==> config.mk <==
export PLATFORM = sky130hd
export DESIGN_NAME = acc_datapath
export DESIGN_NICKNAME = d
export VERILOG_FILES = /design/src/rtl/acc_datapath.sv
export SDC_FILE = /design/constraint.sdc
export NUM_CORES = 1
export LEC_CHECK = 0
export ABC_CLOCK_PERIOD_IN_PS = 3600
export CAP_MARGIN = 40
export CORE_MARGIN = 5
export CORE_UTILIZATION = 56
export CTS_CLUSTER_DIAMETER = 60
export DETAILED_ROUTE_END_ITERATION = 8
export PLACE_DENSITY = 0.76
export SLEW_MARGIN = 10
export SYNTH_ARGS = -nofsm -noshare
export SYNTH_HDL_FRONTEND = slang
export SYNTH_SLANG_ARGS = --single-unit
==> constraint.sdc <==
create_clock -name clk -period 3.6 [get_ports clk]
set_input_delay 0.72 -clock clk [delete_from_list [all_inputs] [get_ports clk]]
set_output_delay 0.72 -clock clk [all_outputs]
set_load 0.01 [all_outputs]
==> src/rtl/acc_datapath.sv <==
// acc_datapath: WIDTH-bit accumulator with an 8-op ALU, valid/ready op handshake and a multi-cycle shift-and-add MUL.
// Ports: clk, rst (sync, active-high); op_valid/op_ready handshake; oc (opcode) and operand sampled at accept;
// acc (registered accumulator); done (one-cycle pulse after each completed op); z/n flags from acc; c (registered carry).
// Build option ACC_SAT_EN: ADD saturates to all-ones on carry, SUB clamps to zero on borrow.
module acc_datapath #(
  parameter int WIDTH = 8
) (
  input  logic             clk,
  input  logic             rst,
  input  logic             op_valid,
  output logic             op_ready,
  input  logic [2:0]       oc,
  input  logic [WIDTH-1:0] operand,
  output logic [WIDTH-1:0] acc,
  output logic             done,
  output logic             z,
  output logic             n,
  output logic             c
);
  localparam int CW = $clog2(WIDTH + 1);
  typedef enum logic {IDLE, MUL} state_t;
  state_t state_q, state_d;
  logic [WIDTH-1:0] acc_q, acc_d, mplier_q, mplier_d, alu_r;
  logic [2*WIDTH-1:0] mcand_q, mcand_d, prod_q, prod_d, prod_nx;
  logic [CW-1:0] cnt_q, cnt_d;
  logic [WIDTH:0] sum, dif;
  logic c_q, c_d, wr_q, wr_d, done_q, done_d, alu_c, accept;
  assign op_ready = state_q == IDLE;
  assign accept = op_valid && op_ready;
  assign acc = acc_q;
  assign c = c_q;
  assign done = done_q;
  assign z = acc_q == '0;
  assign n = acc_q[WIDTH-1];
  assign sum = {1'b0, acc_q} + {1'b0, operand};
  assign dif = {1'b0, acc_q} - {1'b0, operand};
  assign prod_nx = prod_q + (mplier_q[0] ? mcand_q : '0);
  always_comb begin
    alu_r = '0;
    alu_c = 1'b0;
    case (oc)
      3'd0: alu_r = operand;
`ifdef ACC_SAT_EN
      3'd1: {alu_c, alu_r} = {sum[WIDTH], sum[WIDTH] ? {WIDTH{1'b1}} : sum[WIDTH-1:0]};
      3'd2: {alu_c, alu_r} = {dif[WIDTH], dif[WIDTH] ? {WIDTH{1'b0}} : dif[WIDTH-1:0]};
`else
      3'd1: {alu_c, alu_r} = sum;
      3'd2: {alu_c, alu_r} = dif;
`endif
      3'd3: alu_r = acc_q & operand;
      3'd4: alu_r = acc_q | operand;
      3'd5: alu_r = acc_q ^ operand;
      3'd6: {alu_c, alu_r} = operand[0] ? {acc_q[0], acc_q >> 1} : {acc_q[WIDTH-1], acc_q << 1};
      default: ;
    endcase
  end
  // done trails the acc/c write by one cycle, so it is registered from the write strobe.
  always_comb begin
    state_d = state_q;
    acc_d = acc_q;
    c_d = c_q;
    mcand_d = mcand_q;
    mplier_d = mplier_q;
    prod_d = prod_q;
    cnt_d = cnt_q;
    wr_d = 1'b0;
    done_d = wr_q;
    if (state_q == IDLE) begin
      if (accept && oc == 3'd7) begin
        mcand_d = {{WIDTH{1'b0}}, acc_q};
        mplier_d = operand;
        prod_d = '0;
        cnt_d = '0;
        state_d = MUL;
      end else if (accept) begin
        acc_d = alu_r;
        c_d = alu_c;
        wr_d = 1'b1;
      end
    end else begin
      prod_d = prod_nx;
      mcand_d = mcand_q << 1;
      mplier_d = mplier_q >> 1;
      cnt_d = cnt_q + 1'b1;
      if (cnt_q == CW'(WIDTH - 1)) begin
        acc_d = prod_nx[WIDTH-1:0];
        c_d = |prod_nx[2*WIDTH-1:WIDTH];
        wr_d = 1'b1;
        state_d = IDLE;
      end
    end
  end
  always_ff @(posedge clk) begin
    if (rst) begin
      state_q <= IDLE;
      acc_q <= '0;
      c_q <= 1'b0;
      mcand_q <= '0;
      mplier_q <= '0;
      prod_q <= '0;
      cnt_q <= '0;
      wr_q <= 1'b0;
      done_q <= 1'b0;
    end else begin
      state_q <= state_d;
      acc_q <= acc_d;
      c_q <= c_d;
      mcand_q <= mcand_d;
      mplier_q <= mplier_d;
      prod_q <= prod_d;
      cnt_q <= cnt_d;
      wr_q <= wr_d;
      done_q <= done_d;
    end
  end
endmodule

==> results.md <==
- Type of element launching the critical path: flip-flop
- Number of cells on the worst reg-to-reg path: 11
- Actual transition at the worst max-transition pin: between 0.7 and 0.8 ns
- Design Power: around 1400 µW
- Setup_tns: 0 ns
- Part of the total power dissipated in the clock network: 0.265
- Std cell rows: 31
- Critical setup path kind: flip-flop to flip-flop
- TritonCTS clock tree: done
- Final HPWL DP: about 8500 µm
- Clock-pin slew reported for the worst setup and hold paths after clock tree synthesis: between 0.1 and 0.15 ns
- Kind of capture point of the worst setup path: flip-flop
- Setup repair after global routing missed its margin: false
- End of the worst register-to-register path: c$_SDFFE_PP0P_
- Sequential power share: 0.484
- Post-synthesis cell area: 4220 µm²
- Seq/Total Area, Yosys: 0.265
- Via count of the first global-routing pass: roughly 3800
- Number of max-capacitance violations reported: 0
- Placeable core area: roughly 7300 µm²
- Gate Count Post-Synth: about 520
- Post-route minimum period: between 3 and 4 ns
- Share of synthesized flip-flops with an asynchronous set or reset: 0
- Count of routing violations after the opening detailed-route iteration: 409
- Width of the die: ~97 µm
- Achievable clock frequency: approximately 0.32 GHz
- Reg2reg setup slack: between 0.4 and 0.5 ns
- Total setup violations reported at the end of the flow: 0
- Peak supply drop: approximately 0.00026 V
- Number of antenna diodes: 0
- Fillcell total: around 690
- Area Overhead vs Synth: 11.1%
- Int Pwr: 931 µW
- Total placed instance area: ~4600 µm²
- H-tree Lvls: 2
- Top library cells by usage in the layout, fill and taps aside: sky130_fd_sc_hd__nor2_1 (57), sky130_fd_sc_hd__dfxtp_1 (55), sky130_fd_sc_hd__ha_1 (42)
- Worst-case clock skew: about 0.017 ns
- Flip-flop and latch count after synthesis: 56
- Total power per unit cell area: 296 nW/µm²
- I/O pin count: 27
- Count of cells resized by post-cts repair: 0
- Count of cell instances traversed by the critical path: 11
- Total length of routed wires: about 11000 µm
- DRT Pass-1 Iters: 7
- Endpoint arrival time on the critical path: approximately 3.4 ns
- Aggregate global-route resource usage: 0.235
- Biggest fanout along the worst timing path: 17
- Crit path largest cell delay: 0.49 ns
- Count of buffers from port buffering: 26
- Min-delay src: prod_q[3]$_SDFFE_PP0P_
- Static Leak: 0.00188 µW
- Floorplan die height: 96.8 µm
- Insertion delay of the later-clocked pin in the worst-skew pair: roughly 0.32 ns
- DR WL/cell: approximately 18 µm
- Remaining max-slew budget at the tightest pin: 0.531
- Terminating pin of the worst hold path: prod_q[3]$_SDFFE_PP0P_
- Main flop type after synthesis: sky130_fd_sc_hd__dfxtp_1
- Wire length of the first global-routing pass: approximately 19000 µm
- Distinct cells, synth: between 60 and 70
- Per-instance average area after synthesis: 8.07 µm²
- Number of buffers and inverters on the critical path: 0
- Result of the run: complete, no violations
- Net count, final: between 500 and 600
- Total Die Area: ~9400 µm²
- Data required time of the worst path: between 3 and 4 ns
- Cell breakdown of the critical path: and2_1 -> ha_1 -> fa_1 -> a211oi_2 -> o21ai_2 -> a31oi_1 -> o21ai_0 -> xor2_1 -> nor4_2 -> nand3_1 -> o31a_1
- DRC viols: 0
- Fraction of power consumed by combinational cells: 0.252
- Post-Syn Nets: around 580
- Starting density of the core: 0.579
- Via total after detailed routing: about 4000
- Category of cells accounting for the largest share of critical-path delay: compound AO/OA/AOI/OAI gates
- Maximum number of pins on one net before global-route repair: 40
- Number of failing hold endpoints at the final stage: 0
- Global route overflow: 0
- Crit-path slowest cell: sky130_fd_sc_hd__dfxtp_1
- Inserted Clock Buffers: 5
- Reg-to-Reg Start: mplier_q[0]$_SDFFE_PP0P_
- Number of vias per cell after detailed routing: around 6.3
- Switching fraction of total power: 0.330
- Fin area: between 4000 and 5000 µm²
- Most common cell after layout, fill and taps aside: sky130_fd_sc_hd__nor2_1
- Count of flip-flops with a built-in enable after synthesis: 0
- Post-CTS repair timing setup buffer count: 0
- Warnings, synthesis: 0
- Clock sink count: 56
- Layout cells sized above 1: 0.0724
- Cell chosen for the clock root: sky130_fd_sc_hd__clkbuf_8
- Final worst path period share: 0.877
- Final weighted congestion in routability-driven placement: roughly 0.95
- NetSw: ~460 µW
- Quantity of hold-fixing buffers added after cts: 0
- Max-slew violation total from the final report: 0
- Initial antenna violation count: 0
- Number of routed nets with antenna violations: 0
- Hold Path Stages: 2
- Path type of the worst min-delay path: flip-flop to flip-flop
- Buffer levels on the longest clock path: 2
-- Yosys cell counts, types with 3 or more instances --
cell | n | area share
sky130_fd_sc_hd__nand3_1 | 11 | 0.013
sky130_fd_sc_hd__nor2_1 | 57 | 0.051
sky130_fd_sc_hd__nor3_1 | 10 | 0.012
sky130_fd_sc_hd__xnor2_1 | 10 | 0.021
sky130_fd_sc_hd__o22ai_1 | 8 | 0.012
sky130_fd_sc_hd__a311oi_1 | 4 | 0.0083
sky130_fd_sc_hd__a211oi_1 | 20 | 0.036
sky130_fd_sc_hd__and2_1 | 16 | 0.024
sky130_fd_sc_hd__o21bai_1 | 3 | 0.0053
sky130_fd_sc_hd__a21o_1 | 4 | 0.0071
sky130_fd_sc_hd__nand4_1 | 3 | 0.0044
sky130_fd_sc_hd__fa_1 | 3 | 0.014
sky130_fd_sc_hd__o21ai_0 | 27 | 0.032
sky130_fd_sc_hd__nand2b_1 | 4 | 0.0059
sky130_fd_sc_hd__o211ai_1 | 6 | 0.011
sky130_fd_sc_hd__a22oi_1 | 22 | 0.039
sky130_fd_sc_hd__dfxtp_1 | 56 | 0.27
sky130_fd_sc_hd__xor2_1 | 5 | 0.010
sky130_fd_sc_hd__mux2i_1 | 17 | 0.040
sky130_fd_sc_hd__a221oi_1 | 5 | 0.010
sky130_fd_sc_hd__inv_1 | 25 | 0.022
sky130_fd_sc_hd__nor2b_1 | 4 | 0.0059
sky130_fd_sc_hd__a31oi_1 | 6 | 0.0089
sky130_fd_sc_hd__ha_1 | 42 | 0.12
sky130_fd_sc_hd__a21oi_1 | 31 | 0.037
sky130_fd_sc_hd__nand2_1 | 38 | 0.034
sky130_fd_sc_hd__a222oi_1 | 7 | 0.017
sky130_fd_sc_hd__clkbuf_1 | 29 | 0.026
sky130_fd_sc_hd__o31a_1 | 3 | 0.0062
sky130_fd_sc_hd__o21a_1 | 4 | 0.0071
-- metrics by stage --
| stage | hold slack (ns) | instances | utilization | worst slack [ns] |
|---|---|---|---|---|
| after floorplan | 0.414 | 523 | - | 0.864 |
| after global placement | 0.449 | 629 | 0.629 | 0.299 |
| after detailed placement | 0.459 | 630 | 0.630 | 0.240 |
| after CTS | 0.474 | 638 | 0.643 | 0.456 |
| after global routing | 0.489 | 638 | 0.643 | 0.263 |
| final | 0.474 | 638 | 0.643 | 0.443 |
-- cell families after synthesis --
kind of cell               share of synthesized area
AOI/OAI and AO/OA                              0.292
and+or+nand+nor                                0.173
buffers and inverters                         0.0539
DFF                                            0.265
adders and majority gates                      0.139
muxes                                         0.0456
xor gates and xnor gates                      0.0311
-- worst min-delay path: cells and delay by family, from the launching register on --
kind | cells | cell delay, ns
flops | 1 | 0.34
simple gates | 1 | 0.05
compound gates | 1 | 0.05
-- power by group through the flow --
| stage | clock network (µW) | registers (µW) | logic, µW |
|---|---|---|---|
| 2_1_floorplan | 0 | 676 | 226 |
| 3_3_place_gp | 0 | 685 | 336 |
| 3_5_place_dp | 0 | 685 | 343 |
| 4_1_cts | 380 | 671 | 345 |
| 5_1_grt | 403 | 675 | 384 |
| 6_report | 368 | 672 | 350 |
-- final cells by class --
| class | count | area (µm²) | area share |
|---|---|---|---|
| Clock buffer | 5 | 68.8 | 0.0147 |
| Timing Repair Buffer | 42 | 379 | 0.0808 |
| Inverter | 25 | 93.8 | 0.0200 |
| Multi-Input combinational cell | 408 | 2880 | 0.613 |
| Sequential cell | 56 | 1120 | 0.239 |
| Clock inverter | 3 | 25.0 | 0.00533 |
| Tap cell | 99 | 124 | 0.0264 |
-- flip-flops by register name, indices dropped and copies added, names as in the netlist --
signal and count:
mcand_q 16, prod_q 16, acc 8, mplier_q 8, cnt_q 4, c 1
done 1, done_d 1, state_q 1
-- per-layer routing --
layer | vias up | part of all wire | GRT usage
met1 | 1901 | 0.46 | 0.327
met2 | 161 | 0.46 | 0.388
met5 | - | 0 | 0
li1 | 1955 | - | -
met4 | 0 | 0.012 | 0.0529
met3 | 13 | 0.068 | 0.0317
-- worst max-delay path by stage --
stage | start | endpoint | slack [ns]
2_1_floorplan | mplier_q[0]$_SDFFE_PP0P_ | c$_SDFFE_PP0P_ | 0.86
3_3_place_gp | operand[2] | acc[6]$_SDFFE_PP0P_ | 0.30
3_5_place_dp | operand[1] | c$_SDFFE_PP0P_ | 0.24
4_1_cts | mplier_q[0]$_SDFFE_PP0P_ | c$_SDFFE_PP0P_ | 0.46
5_1_grt | mplier_q[0]$_SDFFE_PP0P_ | c$_SDFFE_PP0P_ | 0.26
6_report | mplier_q[0]$_SDFFE_PP0P_ | c$_SDFFE_PP0P_ | 0.44
No activity file was read; power rests on OpenSTA's default activity.
